==> src/rtl/display_source_select.sv <==
// Selects one of four processor observation points for the 8-digit hex display,
// with synchronised/debounced "next" and "hold" buttons.
module display_source_select #(
    parameter int DEBOUNCE_CYCLES = 500000
) (
    input  logic        clk,
    input  logic        reset,
    input  logic        btn_next,
    input  logic        btn_hold,
    input  logic [31:0] pc,
    input  logic [31:0] instr,
    input  logic [31:0] alu_result,
    input  logic [31:0] mem_rdata,
    output logic [31:0] display_word,
    output logic [1:0]  sel,
    output logic        hold_active,
    output logic        sel_changed
);

    localparam int CNT_W = $clog2(DEBOUNCE_CYCLES + 1);
    localparam logic [CNT_W-1:0] CNT_MAX = CNT_W'(DEBOUNCE_CYCLES - 1);

    typedef enum logic {
        LIVE = 1'b0,
        HOLD = 1'b1
    } hold_state_t;

    // Bit 0 carries the "next" button, bit 1 the "hold" button.
    logic [1:0]       s1;
    logic [1:0]       s2;
    logic [1:0]       deb;
    logic [1:0]       deb_q;
    logic [CNT_W-1:0] cnt [2];

    logic             next_pulse;
    logic             hold_pulse;
    logic [31:0]      src_word;
    hold_state_t      state;

    always_ff @(posedge clk or posedge reset) begin
        if (reset) begin
            s1     <= '0;
            s2     <= '0;
            deb    <= '0;
            deb_q  <= '0;
            cnt[0] <= '0;
            cnt[1] <= '0;
        end else begin
            s1    <= {btn_hold, btn_next};
            s2    <= s1;
            deb_q <= deb;
            for (int b = 0; b < 2; b++) begin
                // A level is accepted only after DEBOUNCE_CYCLES consecutive differing samples.
                if (s2[b] == deb[b]) begin
                    cnt[b] <= '0;
                end else if (cnt[b] == CNT_MAX) begin
                    deb[b] <= s2[b];
                    cnt[b] <= '0;
                end else begin
                    cnt[b] <= cnt[b] + CNT_W'(1);
                end
            end
        end
    end

    assign next_pulse = deb[0] & ~deb_q[0];
    assign hold_pulse = deb[1] & ~deb_q[1];

    always_comb begin
        src_word = pc;
        case (sel)
            2'd0:    src_word = pc;
            2'd1:    src_word = instr;
            2'd2:    src_word = alu_result;
            default: src_word = mem_rdata;
        endcase
    end

    always_ff @(posedge clk or posedge reset) begin
        if (reset) begin
            state        <= LIVE;
            sel          <= 2'd0;
            sel_changed  <= 1'b0;
            hold_active  <= 1'b0;
            display_word <= '0;
        end else begin
            sel_changed <= next_pulse;
            if (next_pulse) begin
                sel <= sel + 2'd1;
            end
            case (state)
                LIVE: begin
                    display_word <= src_word;
                    if (hold_pulse) begin
                        state       <= HOLD;
                        hold_active <= 1'b1;
                    end
                end
                default: begin
                    // While frozen, a source change still takes one snapshot of the new source.
                    if (sel_changed) begin
                        display_word <= src_word;
                    end
                    if (hold_pulse) begin
                        state       <= LIVE;
                        hold_active <= 1'b0;
                    end
                end
            endcase
        end
    end

endmodule

==> config.mk <==
export PLATFORM = sky130hd
export DESIGN_NAME = display_source_select
export DESIGN_NICKNAME = d
export VERILOG_FILES = /design/src/rtl/display_source_select.sv
export SDC_FILE = /design/constraint.sdc
export NUM_CORES = 1
export LEC_CHECK = 0
export CAP_MARGIN = 0
export CORE_ASPECT_RATIO = 1.1
export CORE_MARGIN = 2
export CORE_UTILIZATION = 44
export CTS_CLUSTER_DIAMETER = 100
export DETAILED_ROUTE_END_ITERATION = 10
export HOLD_SLACK_MARGIN = 0.08
export PLACE_DENSITY = 0.79
export SYNTH_ARGS = -nofsm -noshare
export SYNTH_HDL_FRONTEND = slang
export SYNTH_SLANG_ARGS = --single-unit
export TNS_END_PERCENT = 30
==> constraint.sdc <==
create_clock -name clk -period 4 [get_ports clk]
set_input_delay 1 -clock clk [delete_from_list [all_inputs] [get_ports clk]]
set_output_delay 1 -clock clk [all_outputs]
set_load 0.1 [all_outputs]
# --- Yosys cells after proc, flatten, opt, wreduce, memory -nomap -nowiden ---
# Cells that the tools add are included.
classes:
  n_addsub: 3
  eq_ne: 7
  n_mux: 13
  bitwise: 6
  reduce_logical: 3
op_table:
  columns: ["operator", "n"]
  rows:
  - ["32-bit one-hot mux with 3 select lines", 1]
  - ["19-bit 2-to-1 mux", 4]
  - ["32-bit 2-to-1 mux", 2]
  - ["19-bit by 1-bit adder with 19-bit output (second input constant)", 2]
  - ["19-bit equality test (second input constant)", 2]
  - ["1-bit 2-to-1 mux", 6]
  - ["1-bit NOT", 4]
  - ["2-bit AND reduction", 2]
  - ["2-bit by 1-bit adder with 2-bit output (second input constant)", 1]
  - ["1-bit AND", 2]
  - ["1-bit equality test", 2]
  - ["2-bit by 1-bit equality test with 1-bit output (second input constant)", 1]
  - ["2-bit equality test (second input constant)", 1]
  - ["2-bit zero test", 1]
  - ["2-bit inequality test (second input constant)", 1]
totals:
  reg_bits: 83
  in_bits: 132
  output_inout_bits: 36
  word_cells: 44

# --- Longest topological paths before layout ---
logic_depth:
  depth_word: 4
  depth_mapped: 7
  mapped_depth_nobuf: 6

# --- Least setup slack after synthesis ---
# Ideal clock, no wire load.
synth_timing:
  kind: "register to register"
  startpoint: "register sel[0]"
  endpoint: "register display_word[14]"
  setup_ps: 137
  arrival_time_ps: 2158
  required_ps: 3863
  setup_slack_ps: 1705
  stages_incl_launch_ff: 8
  n_path_buf: 1
  period_less_slack_ps: 2295
  path_cell_list: "dfrtp_1 -> inv_1 -> ha_1 -> clkbuf_1 -> a222oi_1 -> nand2_1 -> o21ai_0 -> a21oi_1"
synth_via:
  elab_chain_cells: 4
  elab_cells_between_ends: 6
  classes_between: "eq/ne: 2; mux: 3; reduce/logical: 1"
synth_rtl:
  columns: ["item", "line", "source"]
  rows:
  - ["start: declaration", "15", "output logic [1:0] sel,"]
  - ["start signal: assignment", "89", "sel <= sel + 2'd1;"]
  - ["2-bit equality test, or another cell as far along", "71", "case (sel)"]
  - ["32-bit one-hot mux with 3 select lines *", "71", null]
  - ["32-bit 2-to-1 mux", "101", "if (sel_changed) begin"]
  - ["32-bit 2-to-1 mux *", "91", "case (state)"]
  - ["end signal: assignment", "93", "display_word <= src_word;"]
  - ["end signal: assignment", "102", "display_word <= src_word;"]
  - ["end: declaration", "14", "output logic [31:0] display_word,"]
# Every way passes the cells marked *; elsewhere a longest branch is shown, timed or not. The select of a mux whose other input is x is not followed.
# A chain may end at the register's enable or synchronous reset.

# --- Final worst setup path ---
layout_timing:
  startpoint: "register sel[0]"
  endpoint: "output sel[0]"
# No word-level cell between the ends.

==> summary.txt <==
critical path data required time = 3.00 ns
overall via count from detail_route = 4082
number of remaining DRC errors = 0
switching power summed over all nets = 533 µW
most frequent cells in the layout = sky130_fd_sc_hd__clkdlybuf4s50_1 (167), sky130_fd_sc_hd__dfrtp_1 (83), sky130_fd_sc_hd__nor2_1 (60)
detailed-placement wirelength estimate = 9670 µm
library cell used as clock root buffer = sky130_fd_sc_hd__clkbuf_8
antenna violations before repair = 3
largest net degree at the start of global routing = 66
Final setup viols = 0
power density relative to cell area = 292 nW/µm²
deepest clock path buffer count = 2
post-synthesis mux area share = 0.769%
# Max-Cap Violations = 0
number of top-level design ports = 168
clock slew at reported path FFs = 0.09 ns
number of distinct library cell variants in the gate-level netlist after synthesis = 43
dominant combinational cell family by area after synthesis = simple AND/OR/NAND/NOR gates
compound-gate portion of the synthesized area = 17.3%
unrepaired setup endpoints after global routing = false
startpoint type of the worst setup path = flop
arrival time of data at the critical path endpoint = 1.92 ns
final count of pins violating max slew = 0
Cell Chain, Critical Path = clkdlybuf4s50_1
Avg Inst Size Synth = 9.62 µm²
adder-cell area share of the yosys netlist = 1.77%
starting density of the core = 45.3%
Total Routing Usage GR = 25.1%
worst hold path class = reg2reg
Clock power frac = 30.6%
critical path class = reg2out
family with the most delay on the worst path = buffers and inverters
count of flip-flops with a built-in enable after synthesis = 0
TritonCTS Buffers = 9
sequential cell fraction of total power = 49.0%
cell at the slowest stage of the critical path = sky130_fd_sc_hd__clkdlybuf4s50_1
TritonCTS clock tree = built
total wire length = 13100 µm
Die Height = 107 µm
number of fill cells = 780
Hold Fails Final Rpt = 0
combinational share of power = 20.3%
Highest Clock Rate = 342 MHz
number of iterations in the first detailed-routing pass = 6
routed vias/inst = 5.68
area of the die = 10400 µm²
final critical path time including I/O delays and setup = 2.92 ns
proportion of layout cells with a drive suffix above 1 = 7.50%
Sum Neg Setup Slack = 0 ns
run status = completed
Final Cell Area = 6130 µm²
area inside the core boundary = 9350 µm²
maximum clock skew at final layout = 0.0113 ns
slew of the pin with the lowest slew margin = 1.19 ns
most frequent standard cell in the layout excluding fill and tap cells = sky130_fd_sc_hd__clkdlybuf4s50_1
delay of the slowest cell on the worst path = 1.16 ns
vias in the first global route = 3911
Async SR Flop Fraction = 100%
Cell Int Power = 1260 µW
RD Place Congestion = 0.897
synthesized instance count = 440
Max VDD drop = 0.241 mV
horizontal die dimension = 97.5 µm
Skew-Pair Late Insertion Delay = 0.36 ns
final clock period utilization by the worst path = 73.1%
post-layout util = 65.5%
Placement Rows = 37
post-route antenna net violation count = 0
global-route congestion overflow total = 0
total power = 1790 µW
Sequential cell area = 2080 µm²
Cell Area, Synth = 4230 µm²
Bufs and invs on worst path = 1
leakage = 0.00262 µW
number of post-CTS setup repair buffers = 0
Critical path origin = sel[0]$_DFFE_PP0P_
number of buffers inserted by port buffering = 167
number of nets at the end of the flow = 733
startpoint of the most critical hold path = s1[0]$_DFF_PP0_
area added between synthesis and finish = 44.8%
count of instances resized after the clock tree is built = 0
synth warn = 0
Primary FF master, synth = sky130_fd_sc_hd__dfrtp_1
Hold Buf Count CTS = 0
simple logic cell fraction of the synthesized area = 20.1%
share of the yosys chip area belonging to registers = 49.1%
syn_nets = 578
Clock Sinks = 83
Max-slew headroom = 20.8%
combined area of the multi-input logic cells = 1970 µm²
maximum fanout along the worst path = 4
placed inst area = 5950 µm²
Switching Share = 29.8%
mean routed wirelength per cell = 18.2 µm
flops & latches, synth = 83
global-route wire length before repair = 20400 µm
worst reg2reg startpoint = sel[0]$_DFFE_PP0P_
critical path endpoint category = primary output
maximum level of the CTS H-tree = 3
area share of xor/xnor cells in the synthesized design = 6.62%
initial DRC count = 378
==> state kept, by name, summed over array words and instances (netlist names) <==
signal,flops
s2,2
s1,2
hold_active,1
cnt,38
state,1
sel,2
sel_changed,1
deb,2
deb_q,2
display_word,32
==> per-layer routing <==
layer | track usage, % | vias to the layer above | part of all wire (%)
li1 | - | 1912 | -
met1 | 32.1 | 1969 | 40
met2 | 40.3 | 171 | 48
met3 | 5.74 | 28 | 7.3
met4 | 12.1 | 2 | 3.7
met5 | 0 | - | 0.10
==> final cells by class <==
class                           instances  share of cell area [%]
Sequential cell                        83                    33.9
Multi-Input combinational cell        319                    32.2
Timing Repair Buffer                  172                    27.9
Tap cell                              117                    2.39
Clock buffer                            9                    2.02
Clock inverter                          7                   0.878
Inverter                               10                   0.633
Antenna cell                            2                  0.0817
==> power by group through the flow <==
| stage | registers (µW) | logic [µW] | clock network [µW] |
|---|---|---|---|
| final | 877 | 363 | 548 |
| after detailed placement | 894 | 364 | 0 |
| after global routing | 880 | 384 | 599 |
| after floorplan | 1010 | 62.8 | 0 |
| after global placement | 892 | 359 | 0 |
| after CTS | 877 | 365 | 566 |
==> cell usage after synthesis, types with 3 or more instances <==
library cell                n  area [µm²]
sky130_fd_sc_hd__a21oi_1   38         190
sky130_fd_sc_hd__a222oi_1  32         320
sky130_fd_sc_hd__and2_1     3        18.8
sky130_fd_sc_hd__and3_1     3        18.8
sky130_fd_sc_hd__and4_1     4        35.0
sky130_fd_sc_hd__buf_1      4        15.0
sky130_fd_sc_hd__clkbuf_1  18        67.6
sky130_fd_sc_hd__dfrtp_1   83        2080
sky130_fd_sc_hd__ha_1       6        75.1
sky130_fd_sc_hd__inv_1      9        33.8
sky130_fd_sc_hd__nand2_1   41         154
sky130_fd_sc_hd__nand3_1   11        55.1
sky130_fd_sc_hd__nand4_1   11        68.8
sky130_fd_sc_hd__nor2_1    60         225
sky130_fd_sc_hd__nor2_2    10        62.6
sky130_fd_sc_hd__nor3_1     3        15.0
sky130_fd_sc_hd__nor4_1     4        25.0
sky130_fd_sc_hd__o21ai_0   36         180
sky130_fd_sc_hd__xnor2_1   17         149
sky130_fd_sc_hd__xor2_1    15         131
==> per-stage QoR <==
step                cells  setup slack [ns]  hold slack, ns
floorplan             440             0.863           0.331
global placement      701              1.48           0.333
detailed placement    701              1.46           0.340
CTS                   717              1.06           0.361
global route          719              1.02           0.364
finish                719              1.08           0.360
==> path summary, 6_finish.rpt <==
path / endpoint / slack (ns) / cells after the start
min in group asynchronous: s1[1]$_DFF_PP0_ / 1.20 / 2
max in group asynchronous: display_word[30]$_DFFE_PP0P_ / 2.05 / 3
worst max-delay path: sel[0] / 1.08 / 1
worst min register to register: s2[0]$_DFF_PP0_ / 0.36 / 0
worst max register to register: display_word[16]$_DFFE_PP0P_ / 1.73 / 6
worst min-delay path: s2[0]$_DFF_PP0_ / 0.36 / 0
==> cell families after synthesis <==
logic type / after synthesis
simple gates: 167
compound gates: 111
flops: 83
buf+inv: 38
xor+xnor: 32
fa+ha+maj: 6
mux: 3
(Power assumes the default switching activity.)
==> RTL change 1: new RTL, same settings <==
Change the parameter `DEBOUNCE_CYCLES` from 500000 to 250000.
--- a/src/rtl/display_source_select.sv
+++ b/src/rtl/display_source_select.sv
@@ -2,5 +2,5 @@
 // with synchronised/debounced "next" and "hold" buttons.
 module display_source_select #(
-    parameter int DEBOUNCE_CYCLES = 500000
+    parameter int DEBOUNCE_CYCLES = 250000
 ) (
     input  logic        clk,
Function: same outputs for any inputs over 10 cycles, from zero or initial values and one cycle with reset high; that may be too few to reach the edited logic, so the function may still have changed.
==> RTL change 1 against the original RTL <==
- critical path depth stayed put
- area after synthesis is 3.1% lower
- wire length is 7.5% lower
- sequential cell count down 2
- design area down 1.1%
- clock power increased by 23%
- total power is 5.9% higher
- worst hold slack better by 0.010 ns
- sequential share of layout area decreased by 0.45 points
- setup slack got worse by 0.0045 ns
- largest power group unchanged
==> RTL change 1: results (changes against the original RTL) <==
Post-Synth Adder-Cell Area 1.83% (+0.057 points); status finished clean; number of antenna violations at the first check in global routing 0 (-3); Iter 0 DRT Violations 305 (-19%); number of port buffers 167 (unchanged); GP Congestion 0.894 (-0.29%); asr flop ratio synth 100% (unchanged); Internal 1.38 mW (+9.8%); met2 global-route usage 42.6% (+2.2 points); post_cts resized 0 (unchanged); routed via count 3,893 (-4.6%); Reg2Reg Setup Slack 1.64 ns (-0.09 ns); Root Driver clkbuf_8; CTS Buf Count 9 (unchanged); Cell Area, Placed 5830 µm² (-1.9%); Pwr Density 313 nW/µm² (+7.1%); Max clock buf depth 2 (unchanged); met1 WL 4430 µm (-16%); Flop pwr share 45.2% (-3.8 points); pre-CTS setup slack 1.47 ns (+0.0157 ns); skew final 0.0121 ns (+0.000799 ns); DR WL met2 6340 µm (+0.16%); sequential area share after synthesis 49.4% (+0.35 points); post-route insts no fill 709 (-1.4%); largest net degree at the start of global routing 65 (-1.5%); placed insts 693 (-1.1%); layout cells sized above 1 4.87% (-2.6 points); leakage 2.57 nW (-2.1%); Max-slew headroom 13.8% (-7.1 points); number of global-route vias before repair 3,965 (+1.4%); post-synthesis mux area share 0.549% (-0.22 points); mean cell area of the mapped netlist 9.43 µm² (-2.0%); Syn Nets 573 (-0.87%); Netlist cell types 32 (-26%); final hold slack 0.370 ns (+0.0105 ns); CP top delay family buffers and inverters; Largest regs cnt: 36 flops, display_word: 32 flops; worst vdd rail ir drop 0.241 mV (+0.39%); GR Layer Usage met1 25.8% (-6.3 points); final critical-path required period 2.93 ns (+0.00453 ns); Yosys warning count 0 (unchanged); layout net count 728 (-0.68%); first-pass GRT wire length 18,700 µm (-8.7%); highest metal used met4; commonest cells in the netlist dfrtp_1 (81), nor2_1 (69), nand2_1 (44); GRT met3 Usage 4.57% (-1.2 points); Crit path arrival time 1.93 ns; Post-Synth XOR/XNOR Area 6.41% (-0.21 points); met3 WL 782 µm (-18%); HPWL Detailed 8940 µm (-7.6%); Fill cells 699 (-10%); main area contributors after synthesis dfrtp_1 (49%), a222oi_1 (7.8%), nor2_1 (6.3%); Total Wirelength 12,100 µm (-7.5%); Clock power frac 35.6% (+5.0 points); complex-gate fraction of the synthesized area 19.0% (+1.7 points); n_diodes 0 (-2); total track usage 24.0% (-1.1 points)
RTL change 1: cell count changes in the layout (fill, tap and decap cells not counted), moves of 4 or more:
cell / before / now
nor2_2: 10 / 0
buf_4: 5 / 1
nor2_1: 60 / 69
xnor2_1: 17 / 22
nor4_1: 4 / 9
xor2_1: 15 / 8
RTL change 1: worst paths after layout:
| kind | startpoint | to | depth (start not counted) |
|---|---|---|---|
| min in group asynchronous | reset | cnt[23] | 2 |
| worst min-delay path | s1[0] | s2[0] | 0 |
| worst min register to register | s1[0] | s2[0] | 0 |
| worst max register to register | sel[1] | display_word[30] | 6 |
| worst max-delay path | sel[1] | sel[1] | 1 |
| max in group asynchronous | reset | display_word[2] | 3 |
RTL change 1: area by class of cell:
type | instances | area, µm² | area share, %
repair buffers | 169 | 1700 | 28.0
clock inverters | 6 | 91.3 | 1.51
well taps | 114 | 143 | 2.35
clock buffers | 10 | 138 | 2.27
flip-flops and latches | 81 | 2030 | 33.4
multi-input cells | 318 | 1920 | 31.7
inverters | 11 | 42.5 | 0.702
==> RTL change 2: new RTL, config.mk and constraints unchanged <==
Without the edit above. Add an input register stage for `btn_next`, `btn_hold`, `pc`, `instr`, `alu_result` and `mem_rdata`, without a reset; this delays them by one clock.
--- a/src/rtl/display_source_select.sv
+++ b/src/rtl/display_source_select.sv
@@ -26,4 +26,20 @@
     } hold_state_t;
 
+    logic btn_next_q;
+    logic btn_hold_q;
+    logic [31:0] pc_q;
+    logic [31:0] instr_q;
+    logic [31:0] alu_result_q;
+    logic [31:0] mem_rdata_q;
+
+    always_ff @(posedge clk) begin
+        btn_next_q   <= btn_next;
+        btn_hold_q   <= btn_hold;
+        pc_q         <= pc;
+        instr_q      <= instr;
+        alu_result_q <= alu_result;
+        mem_rdata_q  <= mem_rdata;
+    end
+
     // Bit 0 carries the "next" button, bit 1 the "hold" button.
     logic [1:0]       s1;
@@ -47,5 +63,5 @@
             cnt[1] <= '0;
         end else begin
-            s1    <= {btn_hold, btn_next};
+            s1    <= {btn_hold_q, btn_next_q};
             s2    <= s1;
             deb_q <= deb;
@@ -68,10 +84,10 @@
 
     always_comb begin
-        src_word = pc;
+        src_word = pc_q;
         case (sel)
-            2'd0:    src_word = pc;
-            2'd1:    src_word = instr;
-            2'd2:    src_word = alu_result;
-            default: src_word = mem_rdata;
+            2'd0:    src_word = pc_q;
+            2'd1:    src_word = instr_q;
+            2'd2:    src_word = alu_result_q;
+            default: src_word = mem_rdata_q;
         endcase
     end
Formal check against the unedited RTL: not equivalent (Yosys sat finds a counterexample within 4 cycles, from zero or initial values and one cycle with reset high).
==> RTL change 2 against the original RTL <==
- largest cell class unchanged
- sequential cell count increased by 130
- highest routed layer is now met4
- first-iteration DRC count decreased by 22%
- total power increased to 2.7 times the old value
- sequential power increased to 2.6 times the old value
- synthesized cell count increased by 30%
- area after synthesis increased by 60%
- die area increased by 57%
- design area increased by 54%
- setup slack got worse by 0.13 ns
- non-clock buffer count increased by 1
- fmax decreased by 4.4%
- wire length increased by 25%
==> RTL change 2: results (changes against the original RTL) <==
sequential area share after synthesis 69.1% (+20 points); asr flop ratio synth 39.0% (-61 points); Crit path arrival time 2.06 ns (+0.14 ns); worst-path fanout max 4 (unchanged); status finished clean; number of global-route vias before repair 5,263 (+35%); n_diodes 0 (-2); first-pass GRT wire length 25,900 µm (+27%); hold path endpoint s1[1]; final hold slack 0.329 ns (-0.0303 ns); mean cell area of the mapped netlist 11.9 µm² (+23%); Netlist cell types 37 (-14%); Via density 5.24 (-7.7%); placed insts 913 (+30%); routed via count 4,991 (+22%); Worst R2R End display_word[29]; number of antenna violations at the first check in global routing 0 (-3); worst skew pair latency 0.50 ns (+0.14 ns); Worst R2R Start sel[1]; Yosys warning count 0 (unchanged); total number of H-tree levels 1 (-2); Iter 0 DRT Violations 296 (-22%); layout net count 879 (+20%); Max clock buf depth 3 (+1); Primary FF master, synth dfxtp_1; skew final 0.0178 ns (+0.00651 ns); Final Worst Setup Slack 0.944 ns (-0.133 ns); Root Driver clkbuf_16; HPWL Detailed 11,300 µm (+17%); total track usage 20.1% (-4.9 points); Critical Path End sel[0]; worst vdd rail ir drop 0.449 mV (+87%); Cell Area, Placed 8630 µm² (+45%); GP Congestion 0.832 (-7.2%); Routed WL per cell 17.2 µm (-5.3%); layout cells sized above 1 7.54% (+0.040 points); largest net degree at the start of global routing 65 (-1.5%); leakage 3.98 nW (+52%); Syn Nets 709 (+23%); Hold Crit Start btn_hold_q; Least-Margin Pin Slew 1.21 ns (+0.0239 ns); CTS Buf Count 22 (+13); Reg clk slew, reported paths 0.06 ns (-0.03 ns); commonest cells in the netlist dfxtp_1 (130), dfrtp_1 (83), nor2_1 (66); Reg2Reg Setup Slack 1.54 ns (-0.19 ns); main area contributors after synthesis dfxtp_1 (38%), dfrtp_1 (31%), a222oi_1 (4.7%)
[RTL change 2: power by group]
| group | switching, mW | leakage (nW) | internal (mW) |
|---|---|---|---|
| logic | 0.201 | 1.42 | 0.165 |
| clock network | 0.819 | 0.395 | 1.34 |
| registers | 0.0342 | 2.17 | 2.23 |
[RTL change 2: cells by family after synthesis]
group / synth area share, %
buffers and inverters: 2.11
flip-flops: 69.1
XOR/XNOR: 4.01
AND/OR/NAND/NOR: 12.0
adder cells (fa/ha/maj): 1.11
AO/OA/AOI/OAI: 11.3
multiplexers: 0.333
[RTL change 2: per-layer routing]
layer	vias to the layer above	GRT usage [%]	wire, µm
met5	-	0	0
met4	0	6.32	423
met3	37	7.19	1520
met2	191	34.8	8090
met1	2411	23.1	6340
li1	2352	-	-
[RTL change 2: cell type report]
type,count,area (µm²)
Fill cell,1144,5620
Sequential cell,213,4680
Multi-Input combinational cell,322,1950
Timing Repair Buffer,173,1710
Clock buffer,33,728
Tap cell,196,245
Clock inverter,6,77.6
Inverter,9,35.0
